==> src/rtl/mem_stage_pkg.sv <==
// Shared definitions for the MEM stage: default widths, the timeout default,
// the FSM state encoding and a helper that sizes the wait counter.
package mem_stage_pkg;

  localparam int DATA_WIDTH_DEF = 16;  // datapath, address and memory word width
  localparam int REG_W_DEF      = 3;   // register index width (8 registers)
  localparam int TIMEOUT_DEF    = 15;  // cycles to wait for memAck; 0 = forever

  typedef enum logic {
    RUN    = 1'b0,
    ACCESS = 1'b1
  } state_e;

  // Width needed to count up to TIMEOUT; kept at least 1 bit so the
  // wait-forever configuration still elaborates a legal counter.
  function automatic int cnt_width(input int timeout);
    return (timeout == 0) ? 1 : $clog2(timeout + 1);
  endfunction

endpackage

==> src/rtl/mem_stage_wait_timer.sv <==
// Memory-access wait timer.
// Counts ACCESS cycles that end without memAck and flags the cycle whose
// closing edge would bring the count to TIMEOUT, so the caller can abort on
// that same edge.
// Ports:
//   clock, reset  rising-edge clock, asynchronous active-high reset
//   clear         hold the count at zero (asserted outside ACCESS)
//   enable        this cycle is an ACCESS cycle without memAck
//   expired       this cycle is the TIMEOUT-th ack-less cycle
module mem_wait_timer
  import mem_stage_pkg::*;
#(
  parameter int TIMEOUT = TIMEOUT_DEF
) (
  input  logic clock,
  input  logic reset,
  input  logic clear,
  input  logic enable,
  output logic expired
);

  localparam int CNT_W = cnt_width(TIMEOUT);
  localparam logic [CNT_W-1:0] LAST = CNT_W'((TIMEOUT == 0) ? 0 : TIMEOUT - 1);

  logic [CNT_W-1:0] count_q, count_d;

  // NOTE: every combinational output gets a default before any branch, so no
  // path leaves it unassigned and no latch is inferred.
  always_comb begin
    count_d = count_q;
    if (clear) begin
      count_d = '0;
    end else if (enable) begin
      count_d = count_q + CNT_W'(1);
    end
  end

  // NOTE: state is updated with non-blocking assignments only, so every
  // register samples the pre-edge values regardless of block ordering.
  always_ff @(posedge clock or posedge reset) begin
    if (reset) begin
      count_q <= '0;
    end else begin
      count_q <= count_d;
    end
  end

  // enable is low when memAck is present, so an ack in the last cycle wins.
  assign expired = (TIMEOUT != 0) && enable && (count_q == LAST);

endmodule

==> src/rtl/mem_stage.sv <==
// MEM pipeline stage.
// Captures EX results into an EX/MEM register, resolves taken branches into a
// one-cycle pcSrc pulse, runs loads/stores over a memReq/memAck handshake
// (stalling upstream while an access is open, with an optional timeout) and
// presents a registered MEM/WB result as a one-cycle wbValid pulse.
// Ports:
//   clock, reset                      clock, asynchronous active-high reset
//   exValid, Branch, Zero, jumpResult EX instruction and branch resolution
//   outputALU, storeData              ALU result / address, store data
//   MemRead, MemWrite, RegWrite, rd   instruction controls and destination
//   stall                             EX/ID hold (combinational from state)
//   pcSrc, branchTarget               taken-branch pulse and target
//   memReq, memWe, memAddr, memWdata  memory request side
//   memRdata, memAck                  memory response side
//   wbValid, wbRegWrite, wbRd, wbData MEM/WB write-back entry
//   memErr                            sticky access-timeout flag
module mem_stage
  import mem_stage_pkg::*;
#(
  parameter int DATA_WIDTH = DATA_WIDTH_DEF,
  parameter int REG_W      = REG_W_DEF,
  parameter int TIMEOUT    = TIMEOUT_DEF
) (
  input  logic                  clock,
  input  logic                  reset,
  input  logic                  exValid,
  input  logic                  Branch,
  input  logic                  Zero,
  input  logic [DATA_WIDTH-1:0] jumpResult,
  input  logic [DATA_WIDTH-1:0] outputALU,
  input  logic [DATA_WIDTH-1:0] storeData,
  input  logic                  MemRead,
  input  logic                  MemWrite,
  input  logic                  RegWrite,
  input  logic [REG_W-1:0]      rd,
  output logic                  stall,
  output logic                  pcSrc,
  output logic [DATA_WIDTH-1:0] branchTarget,
  output logic                  memReq,
  output logic                  memWe,
  output logic [DATA_WIDTH-1:0] memAddr,
  output logic [DATA_WIDTH-1:0] memWdata,
  input  logic [DATA_WIDTH-1:0] memRdata,
  input  logic                  memAck,
  output logic                  wbValid,
  output logic                  wbRegWrite,
  output logic [REG_W-1:0]      wbRd,
  output logic [DATA_WIDTH-1:0] wbData,
  output logic                  memErr
);

  // EX/MEM register contents needed to finish a memory access.
  typedef struct packed {
    logic                  mem_write;
    logic                  reg_write;
    logic [REG_W-1:0]      rd;
    logic [DATA_WIDTH-1:0] addr;
    logic [DATA_WIDTH-1:0] wdata;
  } exmem_t;

  state_e                state_q, state_d;
  exmem_t                exmem_q, exmem_d;
  logic                  pc_src_q, pc_src_d;
  logic [DATA_WIDTH-1:0] branch_target_q, branch_target_d;
  logic                  mem_req_q, mem_req_d;
  logic                  mem_we_q, mem_we_d;
  logic                  wb_valid_q, wb_valid_d;
  logic                  wb_reg_write_q, wb_reg_write_d;
  logic [REG_W-1:0]      wb_rd_q, wb_rd_d;
  logic [DATA_WIDTH-1:0] wb_data_q, wb_data_d;
  logic                  mem_err_q, mem_err_d;
  logic                  timer_expired;

  mem_wait_timer #(
    .TIMEOUT (TIMEOUT)
  ) u_wait_timer (
    .clock   (clock),
    .reset   (reset),
    .clear   (state_q == RUN),
    .enable  ((state_q == ACCESS) && !memAck),
    .expired (timer_expired)
  );

  always_comb begin
    state_d         = state_q;
    exmem_d         = exmem_q;
    pc_src_d        = 1'b0;
    branch_target_d = branch_target_q;
    mem_req_d       = mem_req_q;
    mem_we_d        = mem_we_q;
    wb_valid_d      = 1'b0;
    wb_reg_write_d  = wb_reg_write_q;
    wb_rd_d         = wb_rd_q;
    wb_data_d       = wb_data_q;
    mem_err_d       = mem_err_q;

    unique case (state_q)
      RUN: begin
        // Capture every edge; exValid only gates the side effects.
        exmem_d         = '{mem_write: MemWrite, reg_write: RegWrite, rd: rd,
                            addr: outputALU, wdata: storeData};
        branch_target_d = jumpResult;
        if (exValid) begin
          pc_src_d = Branch & Zero;
          if (MemRead | MemWrite) begin
            // Read+write together behaves as a store via MemWrite.
            state_d   = ACCESS;
            mem_req_d = 1'b1;
            mem_we_d  = MemWrite;
          end else begin
            wb_valid_d     = 1'b1;
            wb_reg_write_d = RegWrite;
            wb_rd_d        = rd;
            wb_data_d      = outputALU;
          end
        end
      end
      ACCESS: begin
        if (memAck) begin
          state_d        = RUN;
          mem_req_d      = 1'b0;
          mem_we_d       = 1'b0;
          wb_valid_d     = 1'b1;
          wb_reg_write_d = exmem_q.reg_write & ~exmem_q.mem_write;
          wb_rd_d        = exmem_q.rd;
          wb_data_d      = exmem_q.mem_write ? exmem_q.addr : memRdata;
        end else if (timer_expired) begin
          state_d        = RUN;
          mem_req_d      = 1'b0;
          mem_we_d       = 1'b0;
          mem_err_d      = 1'b1;
          wb_valid_d     = 1'b1;
          wb_reg_write_d = 1'b0;
          wb_rd_d        = exmem_q.rd;
          wb_data_d      = exmem_q.addr;
        end
      end
      default: state_d = RUN;
    endcase
  end

  always_ff @(posedge clock or posedge reset) begin
    if (reset) begin
      state_q         <= RUN;
      exmem_q         <= '0;
      pc_src_q        <= 1'b0;
      branch_target_q <= '0;
      mem_req_q       <= 1'b0;
      mem_we_q        <= 1'b0;
      wb_valid_q      <= 1'b0;
      wb_reg_write_q  <= 1'b0;
      wb_rd_q         <= '0;
      wb_data_q       <= '0;
      mem_err_q       <= 1'b0;
    end else begin
      state_q         <= state_d;
      exmem_q         <= exmem_d;
      pc_src_q        <= pc_src_d;
      branch_target_q <= branch_target_d;
      mem_req_q       <= mem_req_d;
      mem_we_q        <= mem_we_d;
      wb_valid_q      <= wb_valid_d;
      wb_reg_write_q  <= wb_reg_write_d;
      wb_rd_q         <= wb_rd_d;
      wb_data_q       <= wb_data_d;
      mem_err_q       <= mem_err_d;
    end
  end

  assign stall        = (state_q == ACCESS);
  assign pcSrc        = pc_src_q;
  assign branchTarget = branch_target_q;
  assign memReq       = mem_req_q;
  assign memWe        = mem_we_q;
  assign memAddr      = exmem_q.addr;
  assign memWdata     = exmem_q.wdata;
  assign wbValid      = wb_valid_q;
  assign wbRegWrite   = wb_reg_write_q;
  assign wbRd         = wb_rd_q;
  assign wbData       = wb_data_q;
  assign memErr       = mem_err_q;

endmodule
==> config.mk <==
export PLATFORM = sky130hd
export DESIGN_NAME = mem_stage
export DESIGN_NICKNAME = d
export VERILOG_FILES = /design/src/rtl/mem_stage_pkg.sv /design/src/rtl/mem_stage_wait_timer.sv /design/src/rtl/mem_stage.sv
export SDC_FILE = /design/constraint.sdc
export NUM_CORES = 1
export LEC_CHECK = 0
export CAP_MARGIN = 20
export CELL_PAD_IN_SITES_DETAIL_PLACEMENT = 1
export CELL_PAD_IN_SITES_GLOBAL_PLACEMENT = 1
export CORE_ASPECT_RATIO = 0.5
export CORE_UTILIZATION = 35
export CTS_BUF_LIST = sky130_fd_sc_hd__clkbuf_16
export DETAILED_ROUTE_END_ITERATION = 8
export GPL_TIMING_DRIVEN = 0
export PLACE_DENSITY_LB_ADDON = 0.1
export SYNTH_ARGS = -nofsm -noshare
export SYNTH_HDL_FRONTEND = slang
export SYNTH_SLANG_ARGS = --single-unit
==> constraint.sdc <==
create_clock -name clock -period 3.58 [get_ports clock]
set_input_delay 0.895 -clock clock [delete_from_list [all_inputs] [get_ports clock]]
set_output_delay 0.895 -clock clock [all_outputs]
set_load 0.05 [all_outputs]
==> results of run 1 <==
## synth_stat cells, drive strengths merged
| cell type | count | share of area |
|---|---|---|
| nand3 | 2 | 0.0025 |
| a41o | 1 | 0.0025 |
| a31oi | 1 | 0.0031 |
| mux2i | 17 | 0.045 |
| mux2 | 72 | 0.21 |
| dfrtp | 83 | 0.51 |
| and2 | 4 | 0.0062 |
| nor3b | 1 | 0.0031 |
| inv | 3 | 0.0028 |
| a31o | 1 | 0.0022 |
| xnor2 | 3 | 0.0065 |
| a22oi | 1 | 0.0019 |
| o21a | 1 | 0.0019 |
| nand2b | 4 | 0.0062 |
| a21oi | 1 | 0.0012 |
| o21ai | 4 | 0.0049 |
| o221a | 16 | 0.045 |
| nor2 | 35 | 0.032 |
| ha | 2 | 0.0062 |
| nor2b | 2 | 0.0049 |
| nand4b | 1 | 0.0022 |
| buf | 49 | 0.089 |
| nand2 | 7 | 0.0077 |
## worst max-delay path: cells and delay by family (launching register included)
kind	cells	cell delay, ns
buf+inv	2	0.94
flops	1	0.38
## cells by family after synthesis
group / count (synthesis) / synth area share
AO/OA/AOI/OAI: 26 / 0.0622
adder cells (fa/ha/maj): 2 / 0.00618
buffers and inverters: 52 / 0.0918
AND/OR/NAND/NOR: 56 / 0.0652
XOR/XNOR: 3 / 0.00649
multiplexers: 89 / 0.255
flip-flops: 83 / 0.513
## cell usage in the layout, fill, tap and decap left out, types with 3 or more instances in the layout
cell	synthesis	routed
sky130_fd_sc_hd__o21ai_0	4	4
sky130_fd_sc_hd__inv_1	3	4
sky130_fd_sc_hd__xnor2_1	3	3
sky130_fd_sc_hd__mux2_4	10	10
sky130_fd_sc_hd__buf_2	11	11
sky130_fd_sc_hd__nor2_1	35	35
sky130_fd_sc_hd__nand2_1	5	5
sky130_fd_sc_hd__clkbuf_16	0	9
sky130_fd_sc_hd__clkdlybuf4s50_1	0	148
sky130_fd_sc_hd__buf_4	35	35
sky130_fd_sc_hd__dfrtp_1	83	83
sky130_fd_sc_hd__o221a_2	6	6
sky130_fd_sc_hd__and2_1	4	4
sky130_fd_sc_hd__nand2b_1	4	4
sky130_fd_sc_hd__o221a_1	10	10
sky130_fd_sc_hd__mux2_2	60	60
sky130_fd_sc_hd__mux2i_1	16	16
## metrics by stage
stage	power, mW	setup slack [ns]
after floorplan	2.39	0.548
after global placement	2.92	-0.804
after detailed placement	2.99	0.965
after CTS	3.91	1.03
after global routing	4.04	1.01
final	3.86	1.03
## metal layers
layer | global-route usage | vias to the layer above
li1 | - | 1378
met1 | 0.223 | 1480
met2 | 0.356 | 102
met3 | 0.0690 | 18
met4 | 0.0570 | 0
met5 | 0 | -
## registers in the layout, indices dropped and copies added (netlist names)
name,flops
branchTarget,16
memAddr,16
memWdata,16
wbData,16
exmem_q,5
u_wait_timer.count_q,4
wbRd,3
memErr,1
memReq,1
memWe,1
pcSrc,1
stall,1
wbRegWrite,1
wbValid,1
## power by group
group,internal [mW],switching [mW]
Clock,0.531,0.370
Sequential,1.13,0.131
Combinational,0.709,0.988
## final timing paths
| path | end | slack [ns] |
|---|---|---|
| setup / recovery | memAddr[8] | 1.03 |
| hold / removal | memErr | 0.48 |
| setup reg to reg | wbData[5] | 1.71 |
| hold reg to reg | memErr | 0.48 |
| max in group asynchronous | branchTarget[9] | 1.96 |
| min in group asynchronous | memWdata[12] | 0.98 |
## layout make-up
type | count | share of cell area
inverters | 3 | 0.00229
flip-flops and latches | 83 | 0.345
plain buffers | 49 | 0.0599
clock buffers | 9 | 0.0374
repair buffers | 149 | 0.249
clock inverters | 7 | 0.0102
multi-input cells | 176 | 0.265
well taps | 145 | 0.0301
==> summary by stage, run 1 <==
Outcome
The run finished with clean final reports.

Flow run
The tool flagged a number of max-cap violations equal to 0.

Place
Routability-driven placement finished with a final weighted congestion of 0.715. The wire-length estimate of the detail-placed layout is 8.31 mm. The placed cell area is 0.00573 sq mm. The number of placed instances, taps included, is 605.

The quantity of I/O buffers inserted on ports is 148.

STA
The worst pin sits at a relative slew slack of 0.619. The final critical-path share of the clock period is 0.712. The total of endpoints with negative setup slack in the final report is 0.

The worst clock skew on the final layout is 0.00740 ns. Setup repair after global routing left no endpoint under its margin. The clock period minus worst slack is 2.55 ns. After routing, the total negative slack on setup checks comes to 0 ns. Based on the critical path, the design can be clocked at up to 392 MHz. The number of max-slew violations in the final report came to 0.

Hold timing on the final database bottoms out at a slack of 0.476 ns. The final hold violation count is 0. At the pin with the least slew margin, the transition time is 0.571 ns.

CTS
The number of gates resized after CTS was 0. After clock tree synthesis, the clock-pin slew on the worst setup and hold paths is 0.07 ns. The H-tree was split into 3 levels. For the worst-skew pair, the clock arrives at the later sink with an insertion delay of 0.34 ns.

The total CTS buffers is 9. The master cell of the clock root buffer is sky130_fd_sc_hd__clkbuf_16. The tree built by TritonCTS fans out to 83 sinks. The number of hold buffers added after cts is 0. The buffer depth of the longest clock path is 2.

In this run the post-CTS setup repair buffer count came out at 0. TritonCTS built the clock tree.

Critical path
The worst register-to-register path begins at u_wait_timer.count_q[0]. The signal on the critical path passes through buf_4, clkdlybuf4s50_1. The worst-path cell with the longest stage delay is sky130_fd_sc_hd__clkdlybuf4s50_1. The maximum net fanout on the critical path is 3. The data arrival time of the critical path is 1.65 ns. For the worst flop-to-flop path, the logic depth is 6. The most critical setup path has its startpoint at memAddr[8]. STA classifies the critical path endpoint as an output pin. The critical path in this run is classified as flip-flop to output pin. The startpoint kind of the worst setup timing path is a flip-flop. The maximum cell stage delay along the critical path is 0.81 ns. At the worst endpoint, the required time is 2.68 ns.

Synthesis
The number of warning messages in the yosys log is 0. Counting flops and latches in the post-synthesis netlist gives 83. The number of distinct library cells after synthesis is 32. The total nets after synthesis is 389. The post-synthesis cell area is 0.00405 sq mm. The average instance in the mapped netlist occupies 13.0 sq um. The share of the Yosys chip area taken by registers is 0.513. The cell count after synthesis is 311.

Route
The count of nets left with antenna violations once routing finished came out at 0. The total met2 wirelength after detailed routing is 5.69 mm. The wire length on met3 is 730 um. The total wire length is 11.0 mm. The average vias per placed instance is 4.80. The detailed router put a total of 4.44 mm of wire on met1.

The first-pass detailed-route iteration total is 4. The detailed router placed 2,978 vias in this run. The highest layer used for signal routing is met4. The first routing iteration left 62 violations.

The post-route DRC violation count is 0. The routed length per placed instance is 17.7 um.

Floorplanning
The floorplan step defined a core boundary enclosing 0.0111 sq mm. The floorplan step defined a die boundary enclosing 0.0120 sq mm. The vertical die dimension is 78.0 um. The initial cell density of the core is 0.364. The site row count is 27.

The number of ports placed on the die boundary is 150. The floorplan die width is 154 um.

Layout
The utilization after layout is 0.541. The area of the multi-input gates is 0.00160 sq mm. The proportion of layout cells with a drive suffix above 1 is 0.309. The number of antenna diodes in the final layout is 0. The design area is 0.00602 sq mm. The final instance count without filler cells is 621. The net count of the finished layout is 549. The number of fill cells in the layout is 1,155.

The layout-stage area growth over the synthesis result is 48.7%. The register area is 0.00208 sq mm.

Global routing
The wire length of the first global-routing pass is 18.1 mm. The aggregate global-route resource usage is 0.198. The via count of the first global-routing pass was 3,428. The largest net degree at the start of global routing is 44. After global routing the overflow that remains totals 0. The number of antenna violations at the first check in global routing is 0.

Min path
The worst hold path belongs to the class flip-flop to flip-flop. The startpoint of the tightest hold check path is memErr. Counting instances, the worst hold path has a depth of 1.

Pwr
The standby leakage power is 2.53 nW. In this run the power density over the cells is 641 mW/mm^2. The worst-case IR drop observed on VDD is 0.000262 V.
(Power assumes the default switching activity.)
==> inputs of run 2 (changes only) <==
clock period = 2.4 ns   (was 3.58 ns; I/O delays follow)
==> run 2 against run 1 <==
  * Largest power group unchanged
  * Clock skew decreased by 0.0023 ns
  * Sequential cell count unchanged
  * Combinational power rose by 49%
  * Core utilization is 0.30 points higher
==> summary by stage, run 2 (synthesis gave the netlist of run 1 again) <==
Place
The sum of net half-perimeters after detailed placement is 8.04 mm (-3.3%). The post-placement worst setup slack is 0.126 ns (-0.838 ns). The placed cell count is 606 (+0.17%). The quantity of I/O buffers inserted on ports is 148 (unchanged).

The global placer's final weighted congestion was 0.717 (+0.28%).

CTS
The post-cts resize count is 0 (unchanged). TritonCTS built the clock tree. The number of sinks on the clock net is 83 (unchanged). The number of hold buffers added after cts is 0 (unchanged). The total CTS buffers was 9 (unchanged). The root buffer cell chosen for the clock tree is sky130_fd_sc_hd__clkbuf_16.

The clock edge transition at the registers on the reported setup and hold paths is 0.07 ns (about the same). The buffer depth of the longest clock path is 2 (unchanged). The clock latency on the worst-skew pair is 0.34 ns (about the same). The number of buffers added for setup after CTS is 0 (unchanged). The number of levels in the clock H-tree is 3 (unchanged).

STA
Static timing analysis puts the maximum clock frequency at 448 MHz. The transition time at the pin with the least slew margin was 0.549 ns (-0.0223 ns). The clock period minus worst slack is 2.23 ns. The final hold violation count is 0 (unchanged). The final critical-path share of the clock period is 0.930. The worst setup margin is 0.168 ns (-0.862 ns).

The total of endpoints with negative setup slack in the final report came to 0 (unchanged). The number of max-slew violations in the final report is 0 (unchanged). The relative slew slack is 0.633 (+0.0137). The post-route worst hold slack is 0.473 ns (-0.00258 ns). Setup repair after global routing left no endpoint under its margin. The worst clock skew on the final layout is 0.00507 ns (-0.00233 ns).

Floorplanning
The standard cell core area is 0.0111 sq mm (unchanged). The vertical die dimension was 78.0 um (unchanged). The number of ports placed on the die boundary is 150 (unchanged). The initial cell density of the core is 0.364 (unchanged). The die area was 0.0120 sq mm (unchanged). The floorplan die width was 154 um (unchanged). The site row count came to 27 (unchanged).

Route
The post-route DRC violation count was 0 (unchanged). The total wire length is 10.7 mm (-2.6%). The violation count after the first detailed-routing iteration is 71 (+15%). The first-pass detailed-route iteration total is 4 (unchanged). The count of nets left with antenna violations after detail routing is 0 (unchanged). The total via count after detailed routing came to 2,951 (-0.91%). The average vias per placed instance was 4.74 (-1.1%). The routed length per placed instance is 17.2 um (-2.8%).

Global routing
The number of antenna violations at the first check in global routing came to 0 (unchanged). The aggregate global-route resource usage is 0.193 (-0.00451). The via count of the first global-routing pass was 3,429 (+0.029%). The total congestion overflow after global routing is 0 (unchanged). The largest net degree at the start of global routing was 36 (-18%). The wire length of the first global-routing pass came to 17.9 mm (-1.4%).

Outcome
The run finished with clean final reports.

Critical path
The required time of the critical path is 1.80 ns (-0.88 ns). The startpoint kind of the worst setup timing path is a flip-flop. The maximum net fanout on the critical path is 3 (unchanged). The critical path is of the flip-flop to output pin type. The maximum cell stage delay along the critical path is 0.79 ns (-0.02 ns). The buffer and inverter count on the worst path is 2 (unchanged). The top cell family by delay on the critical path is buffers and inverters. The sort of element at the end of the critical path is an output pin.

The data arrival time of the critical path came to 1.63 ns (-0.02 ns). For this design, the slowest cell found on the critical path is sky130_fd_sc_hd__clkdlybuf4s50_1. The signal on the critical path passes through buf_4, clkdlybuf4s50_1.

Layout
The proportion of layout cells with a drive suffix above 1 was 0.317 (+0.00774). The total number of nets in the final design is 550 (+0.18%). The library cell used most frequently in the layout, excluding fill and tap cells, is sky130_fd_sc_hd__clkdlybuf4s50_1.

The final instance count without filler cells is 622 (+0.16%). In the layout the commonest cells are sky130_fd_sc_hd__clkdlybuf4s50_1, sky130_fd_sc_hd__dfrtp_1, sky130_fd_sc_hd__mux2_2, sky130_fd_sc_hd__buf_4, sky130_fd_sc_hd__nor2_1. The layout-stage area growth over the synthesis result is 49.6%. The number of diodes is 0 (unchanged).

Pwr
The worst IR drop on VDD came to 0.000384 V (+46%). The standby leakage power came to 2.54 nW (+0.40%). The areal power density over the cells came to 960 mW/mm^2 (+50%).

Flow run
The max-capacitance violation count is 0 (unchanged).

Min path
In this run the worst hold path is classified as flip-flop to flip-flop.
==> run 2: changes by cell type in the layout (fill, tap and decap cells not counted), sizes merged <==
cell and delta:
buf +1
==> run 2: report_power, final <==
group | total [mW] | switching [mW] | internal, mW
Clock | 1.40 | 0.584 | 0.813
Combinational | 2.53 | 1.47 | 1.06
Sequential | 1.88 | 0.198 | 1.68
==> run 2: final timing paths <==
check,from,endpoint,slack [ns],depth (start not counted)
max in group asynchronous,reset,wbData[11],0.99,4
min in group asynchronous,reset,memWdata[9],0.64,2
worst min-delay path,exmem_q[35],exmem_q[35],0.47,2
worst max register to register,u_wait_timer.count_q[0],wbData[6],0.55,6
worst min register to register,exmem_q[35],exmem_q[35],0.47,2
worst max-delay path,memAddr[7],memAddr[7],0.17,2
==> run 2: cell type report <==
type	count	area (sq um)
tap	145	181
inverter	3	15.0
sequential	83	2080
clock inverter	7	73.8
clock buffer	9	225
multi-input combinational	176	1600
timing repair buffer	150	1520
fill	1146	5060
buffer	49	360
==> run 2: tightest hold or removal path, cell delays in order (launching register included) <==
cell and delay (ns):
sky130_fd_sc_hd__dfrtp_1 0.33, sky130_fd_sc_hd__nand2_1 0.06, sky130_fd_sc_hd__nand2_1 0.06
==> run 2: metrics by stage <==
step	TNS (ns)	instance area, sq um	total power, mW	utilization
after global routing	0	6050	6.08	0.545
final	0	6050	5.81	0.545
after floorplan	0	4050	3.57	-
after CTS	0	6050	5.88	0.545
after global placement	-8.96	5710	4.36	0.514
after detailed placement	0	5750	4.45	0.518
==> run 2: metal layers <==
metal / share of wire / GRT usage / up-vias
met3: 0.058 / 0.0657 / 8
met5: 0 / 0 / -
met2: 0.51 / 0.347 / 80
met1: 0.42 / 0.225 / 1480
met4: 0.0078 / 0.0420 / 0
li1: - / - / 1383
